**config.mk**
```make
export PLATFORM = sky130hd
export DESIGN_NAME = mean_window_ctrl
export DESIGN_NICKNAME = d
export VERILOG_FILES = /design/src/rtl/seizure_pkg.sv /design/src/rtl/mean_window_ctrl.sv
export SDC_FILE = /design/constraint.sdc
export NUM_CORES = 1
export LEC_CHECK = 0
export CAP_MARGIN = 15
export CORE_MARGIN = 2
export CORE_UTILIZATION = 48
export CTS_CLUSTER_SIZE = 25
export DETAILED_ROUTE_END_ITERATION = 10
export GPL_TIMING_DRIVEN = 0
export PLACE_DENSITY_LB_ADDON = 0.3
export SLEW_MARGIN = 20
export SYNTH_ARGS = -nofsm -noshare
export SYNTH_HDL_FRONTEND = slang
export SYNTH_SLANG_ARGS = --single-unit
export TNS_END_PERCENT = 5
```
**constraint.sdc**
```tcl
create_clock -name clk -period 5.3 [get_ports clk]
set_input_delay 1.06 -clock clk [delete_from_list [all_inputs] [get_ports clk]]
set_output_delay 1.06 -clock clk [all_outputs]
set_load 0.1 [all_outputs]
```
**src/rtl/seizure_pkg.sv**
```systemverilog
// Shared types for the seizure-detection mean path: sample format and
// the window controller state encoding.
package seizure_pkg;

  localparam int EEG_W = 18;

  // Signed fixed-point sample, 1 sign bit, 5 integer bits, 12 fraction bits.
  typedef logic [EEG_W-1:0] q1_5_12_t;

  typedef enum logic [2:0] {
    IDLE,
    ACCUM,
    DIV_ISSUE,
    DIV_WAIT,
    HOLD,
    ERR
  } mw_state_t;

endpackage

```
**src/rtl/mean_window_ctrl.sv**
```systemverilog
// Window sequencer in front of the mean stage. It forwards one window of
// samples as per-sample strobes, launches the divider once the last sample
// has landed in the sum, waits for completion (with a blanking period and a
// timeout), and presents the captured mean downstream on valid/ready.
module mean_window_ctrl
  import seizure_pkg::*;
#(
  parameter int WINDOW    = 256,
  parameter int BLANK_CYC = 2,
  parameter int TIMEOUT   = 16
) (
  input  logic             clk,
  input  logic             reset,
  input  logic             epoch_start,
  input  logic             s_valid,
  output logic             s_ready,
  input  logic [EEG_W-1:0] s_eeg,
  output logic             mc_start,
  output logic [EEG_W-1:0] mc_eeg,
  output logic             mc_start_div,
  input  logic             mc_complete_div,
  input  logic [EEG_W-1:0] mc_mean,
  input  logic [7:0]       mc_count,
  output logic [EEG_W-1:0] mean_out,
  output logic             mean_valid,
  input  logic             mean_ready,
  output logic             busy,
  output logic             err_timeout,
  output logic             err_count
);

  localparam int CNT_W = $clog2(WINDOW) + 1;
  localparam int TMR_W = $clog2(BLANK_CYC + TIMEOUT + 1);

  localparam logic [CNT_W-1:0] CNT_LAST  = CNT_W'(WINDOW - 1);
  localparam logic [7:0]       WIN_LOW8  = 8'(WINDOW);
  localparam logic [TMR_W-1:0] BLANK_END = TMR_W'(BLANK_CYC);
  localparam logic [TMR_W-1:0] TMR_LAST  = TMR_W'(BLANK_CYC + TIMEOUT - 1);

  mw_state_t        state_q;
  logic [CNT_W-1:0] cnt_q;
  logic [TMR_W-1:0] tmr_q;
  logic             s_ready_q;
  logic             mc_start_q;
  q1_5_12_t         mc_eeg_q;
  logic             mc_start_div_q;
  q1_5_12_t         mean_out_q;
  logic             mean_valid_q;
  logic             err_timeout_q;
  logic             err_count_q;

  logic xfer;
  logic cpl_ok;

  assign xfer   = s_valid & s_ready_q;
  // The divider's complete flag may still be high from a previous run, so it
  // only counts once the blanking period after the launch has elapsed.
  assign cpl_ok = mc_complete_div && (tmr_q > BLANK_END);

  // Sequencer FSM with its sample counter, blank/timeout timer and all
  // registered outputs.
  always_ff @(posedge clk or posedge reset) begin
    if (reset) begin
      state_q        <= IDLE;
      cnt_q          <= '0;
      tmr_q          <= '0;
      s_ready_q      <= 1'b0;
      mc_start_q     <= 1'b0;
      mc_eeg_q       <= '0;
      mc_start_div_q <= 1'b0;
      mean_out_q     <= '0;
      mean_valid_q   <= 1'b0;
      err_timeout_q  <= 1'b0;
      err_count_q    <= 1'b0;
    end else begin
      mc_start_q     <= 1'b0;
      mc_start_div_q <= 1'b0;
      case (state_q)
        IDLE: begin
          if (epoch_start) begin
            cnt_q     <= '0;
            s_ready_q <= 1'b1;
            state_q   <= ACCUM;
          end
        end
        ACCUM: begin
          if (xfer) begin
            mc_start_q <= 1'b1;
            mc_eeg_q   <= s_eeg;
            cnt_q      <= cnt_q + 1'b1;
            if (cnt_q == CNT_LAST) begin
              s_ready_q <= 1'b0;
              state_q   <= DIV_ISSUE;
            end
          end
        end
        // One cycle here lets the last strobe reach the mean stage sum
        // before the divider is launched.
        DIV_ISSUE: begin
          mc_start_div_q <= 1'b1;
          tmr_q          <= '0;
          state_q        <= DIV_WAIT;
        end
        DIV_WAIT: begin
          tmr_q <= tmr_q + 1'b1;
          // The mean stage count has absorbed every strobe by launch time.
          if (mc_start_div_q && (mc_count != WIN_LOW8)) begin
            err_count_q <= 1'b1;
          end
          if (cpl_ok) begin
            mean_out_q   <= mc_mean;
            mean_valid_q <= 1'b1;
            state_q      <= HOLD;
          end else if (tmr_q == TMR_LAST) begin
            err_timeout_q <= 1'b1;
            state_q       <= ERR;
          end
        end
        HOLD: begin
          if (mean_valid_q && mean_ready) begin
            mean_valid_q <= 1'b0;
            state_q      <= IDLE;
          end
        end
        ERR: begin
          if (epoch_start) begin
            state_q <= IDLE;
          end
        end
        default: state_q <= IDLE;
      endcase
    end
  end

  assign s_ready      = s_ready_q;
  assign mc_start     = mc_start_q;
  assign mc_eeg       = mc_eeg_q;
  assign mc_start_div = mc_start_div_q;
  assign mean_out     = mean_out_q;
  assign mean_valid   = mean_valid_q;
  assign busy         = (state_q != IDLE);
  assign err_timeout  = err_timeout_q;
  assign err_count    = err_count_q;

endmodule

```
### Word level (Yosys, flattened, before mapping)

Cells that the tools add are included.

* add/subtract/negate cells: 2
* equal/unequal tests: 14
* bitwise operators: 2
* muxes and demuxes: 22
* reduce and logical (&&, ||, !) cells: 17
* $lt $le $gt $ge: 1

Operators by type and width (count)
* 2-to-1 mux 3 bit: 7
* 2-to-1 mux 9 bit: 2
* case mux 3 bit (6 select lines): 1
* case mux 9 bit (2 select lines): 1
* inequality test 2 bit (second input constant): 6
* case mux 5 bit (2 select lines): 1
* adder 9 x 1 -> 9 bit (second input constant): 1
* equality test 9 x 8 -> 1 bit (second input constant): 1
* AND reduction 3 bit: 3
* 2-to-1 mux 1 bit: 8
* nonzero test 8 bit: 1
* equality test 3 x 2 -> 1 bit (second input constant): 2
* equality test 3 bit (second input constant): 2
* AND reduction 2 bit: 3
* AND reduction 6 bit: 1
* nonzero test 2 bit: 3
* adder 5 x 1 -> 5 bit (second input constant): 1
* equality test 5 bit (second input constant): 1
* greater-than comparator 5 x 2 -> 1 bit (second input constant): 1
* case mux 1 bit (2 select lines): 2
* AND reduction 4 bit: 1
* equality test 3 x 1 -> 1 bit (second input constant): 1
* logical AND 1 bit: 3
* logical NOT 3 bit: 1
* 4 further kinds: 4

* input port bits: 50
* output and inout port bits: 43
* register bits after elaboration: 59

### Longest topological paths before layout

* depth after elaboration: 4
* mapped depth: 8

### Worst setup path before layout

Ideal clock, no wire load.

* path type: reg-to-output
* from: register state_q[1]
* to: output busy
* stages on the path, launching flop included: 4
* path buffers: 1
* arrival: 1151 ps
* path slack: 3089 ps
* cell sequence: dfrtp_1 -> buf_6 -> nor2_1 -> nand2_1

* cells in the longest elaborated chain, start to end: 1

Ends and longest elaborated chain
* start: declaration: RTL line mean_window_ctrl.sv:40 `mw_state_t state_q;`
* start signal: assignment: RTL line mean_window_ctrl.sv:64 `state_q <= IDLE;`
* start signal: assignment: RTL line mean_window_ctrl.sv:83 `state_q <= ACCUM;`
* start signal: assignment: RTL line mean_window_ctrl.sv:93 `state_q <= DIV_ISSUE;`
* nonzero test 3 bit: RTL line mean_window_ctrl.sv:141 `assign busy = (state_q != IDLE);`
* end: declaration: RTL line mean_window_ctrl.sv:27 `output logic busy,`

Every way passes these cells.

### Final worst setup path

* from: register state_q[2]
* to: output busy

Same word-level chain as after synthesis.

==> summary.txt <==
CTS
  • Worst skew pair latency: 0.33 ns
  • H-tree depth: 3
  • Num CTS Buffers: 9
  • Post_cts resized: 0
  • CTS tree: yes
  • Longest Clk Path Bufs: 2
  • Clk sink count: 59
  • Hold buffers post-CTS: 0
  • CTS root buffer: clkbuf_8
  • Setup Buffers After CTS: 0
  • Reg clk slew, reported paths: 0.06 ns

STA
  • Worst-margin pin slew: between 0.9 and 1 ns
  • TNS Setup: 0 ns
  • RSZ-0062 raised after global routing: false
  • Max Freq: 317.6 MHz
  • Tmin final: roughly 3.1 ns
  • # setup viols final: 0
  • Final slew viol count: 0
  • Skew final: 0.007486 ns
  • Fin crit share: 59.41%
  • Final Hold Vio Count: 0
  • Max-slew headroom: ~33%

Floorplanning
  • Die Y: between 70 and 80 um
  • Core area: 0.005172 mm^2
  • DIE AREA: 0.006027 mm^2
  • I/O pin total: 93
  • Die width: 77.64 um
  • Row count: 26
  • Starting density of the core: 50.31%

Place
  • Final GP Congestion: 0.7906
  • Port Buffers: between 90 and 100
  • Hpwl dp: 4036 um

Global route
  • Global-route wire length before repair: 9735 um
  • Total GRT Usage: 21.13%
  • Largest net degree at the start of global routing: 56
  • Overflow after GRT: 0
  • Initial antenna violation count: 0
  • Vias in the first global route: 2,074

Routing
  • # DRC: 0
  • Final Routed Wirelength: 5563 um
  • WL per Instance: 14.49 um
  • First-pass iteration count of the detailed router: 5
  • Via density: 5.055
  • DRT antenna net count: 0
  • Via Count: about 1,900
  • Initial DRC count: 113

Power and ir drop
  • Tot Pwr: 0.8858 mW
  • Peak supply drop: 0.0002058 V
  • Leak pwr: between 1.5 and 2 nW
  • Power Density: 231.1 mW/mm^2

Critical path
  • Critical path class: reg2out
  • WP data arrival: roughly 2.1 ns
  • Req. time, crit path: 4.24 ns
  • CP endpoint kind: output port
  • R2R Path End: mean_out[12]
  • FF-to-FF Start: tmr_q[0]
  • Worst reg2reg setup slack: approximately 3.3 ns
  • Critical Path Start Type: flop
  • Worst-path fanout max: 7
  • FF-to-FF path depth: 6

Cells and area
  • Layout cell share with drive strength beyond 1: 21.34%
  • Layout net count: 364
  • Antenna Cells: 0
  • Layout area overhead: 47.26%

Yosys
  • Cell variety after synth: 36
  • Flops & latches, synth: 59
  • Post-synthesis instance area: approximately 0.0026 mm^2
  • Avg Cell Area, Syn: 12.70 um^2
  • Net Count, Synth: 260
  • Register area share after synthesis: 56.73%
  • Synth Instances: 205
  • YS warnings: 0

Outcome
  • Status: completed

Worst hold path
  • HP Class: reg2reg
  • Worst Hold Path Cells: 1
  • Hold_sp: err_count
  • Worst Hold Endpoint: err_count

Job
  • Total of max-cap violations: 0
==> synth_stat cells, drive strengths merged <==
master	count	share of area [%]
a21boi	1	0.29
nor2	12	2.5
or4	1	0.29
o41ai	1	0.34
nand4b	1	0.34
nor3	6	1.2
a31o	1	0.34
o211ai	1	0.29
nand2	13	1.9
o21ai	7	1.3
xnor2	5	1.7
a311oi	1	0.34
inv	12	1.7
clkbuf	3	0.43
and4	1	0.34
and3	3	0.77
o31ai	2	0.58
nor4	4	2.1
mux2	38	16
ha	5	2.4
buf	5	2.2
a21o	3	0.87
nand3	8	1.7
nand4	1	0.24
a21oi	6	1.2
and2b	1	0.34
nand3b	1	0.29
or3b	1	0.34
o31a	1	0.34
dfrtp	59	57
or2b	1	0.29
==> metal layers <==
layer / up-vias / GRT usage [%] / part of all wire, %
li1: 928 / - / -
met1: 938 / 24.81 / 40
met2: 65 / 34.57 / 50
met3: 10 / 8.488 / 8.0
met4: 0 / 8.393 / 1.5
met5: - / 0 / 0
==> sequential cells by signal, indices dropped and copies added, names as in the netlist <==
register      flops
s_ready           1
tmr_q             5
err_timeout       1
mean_valid        1
mc_start_div      1
mean_out         18
mc_eeg           18
err_count         1
state_q           3
cnt_q             9
mc_start          1
==> stage by stage <==
step	cell area (um^2)	hold WS, ns	util, %	cells	setup slack, ns
final	3832	0.4671	74.09	384	2.151
after global routing	3832	0.4870	74.09	384	2.044
after CTS	3832	0.4711	74.09	384	2.141
after detailed placement	3641	0.4572	70.39	368	2.509
after global placement	3611	0.4557	69.81	367	1.690
after floorplan	2603	0.4761	-	205	2.784
==> layout make-up <==
class,instances,area [um^2]
flip-flops and latches,59,1476
plain buffers,8,67.56
multi-input cells,126,1013
repair buffers,93,948.4
well taps,70,87.58
fillers,361,1340
clock inverters,1,5.005
inverters,12,47.55
clock buffers,15,186.4
==> cell families (layout without fill, tap and decap cells) <==
group	after synthesis	count (layout)	synth area share [%]
flip-flops	59	59	56.73
adder cells (fa/ha/maj)	5	5	2.404
buffers and inverters	20	129	4.327
multiplexers	38	38	16.44
AND/OR/NAND/NOR	54	54	12.55
XOR/XNOR	5	5	1.683
AO/OA/AOI/OAI	24	24	5.866
==> report_power, final <==
group | leakage, nW | switching [mW] | internal (mW)
Clock | 0.0997 | 0.166 | 0.221
Combinational | 0.891 | 0.0151 | 0.0341
Sequential | 0.814 | 0 | 0.450
==> critical path, stage by stage (launching register included) <==
cell	delay [ns]
dfrtp_1	0.44
nor2_1	0.12
nand2_1	0.08
clkdlybuf4s50_1	1.13
==> cells in the final DEF (no fill, tap or decap), types with 2 or more instances in the layout <==
cell	n
nor3_1	6
xnor2_1	5
nand3_1	7
clkdlybuf4s50_1	92
and3_1	2
o31ai_1	2
nor2_1	10
nor4_1	2
nand2_1	13
a21o_1	3
a21oi_1	6
inv_1	11
clkbuf_8	13
mux2_2	38
nor4_4	2
clkbuf_1	5
dfrtp_1	59
buf_6	5
o21ai_0	7
ha_1	5
==> how the worst max path moves through the flow <==
stage | from | end | slack, ns
floorplan | reset | cnt_q[0] | 2.78
global placement | reset | mean_out[11] | 1.69
detailed placement | state_q[2] | busy | 2.51
CTS | state_q[0] | busy | 2.14
global route | state_q[0] | busy | 2.04
finish | state_q[2] | busy | 2.15
(Power assumes the default switching activity.)
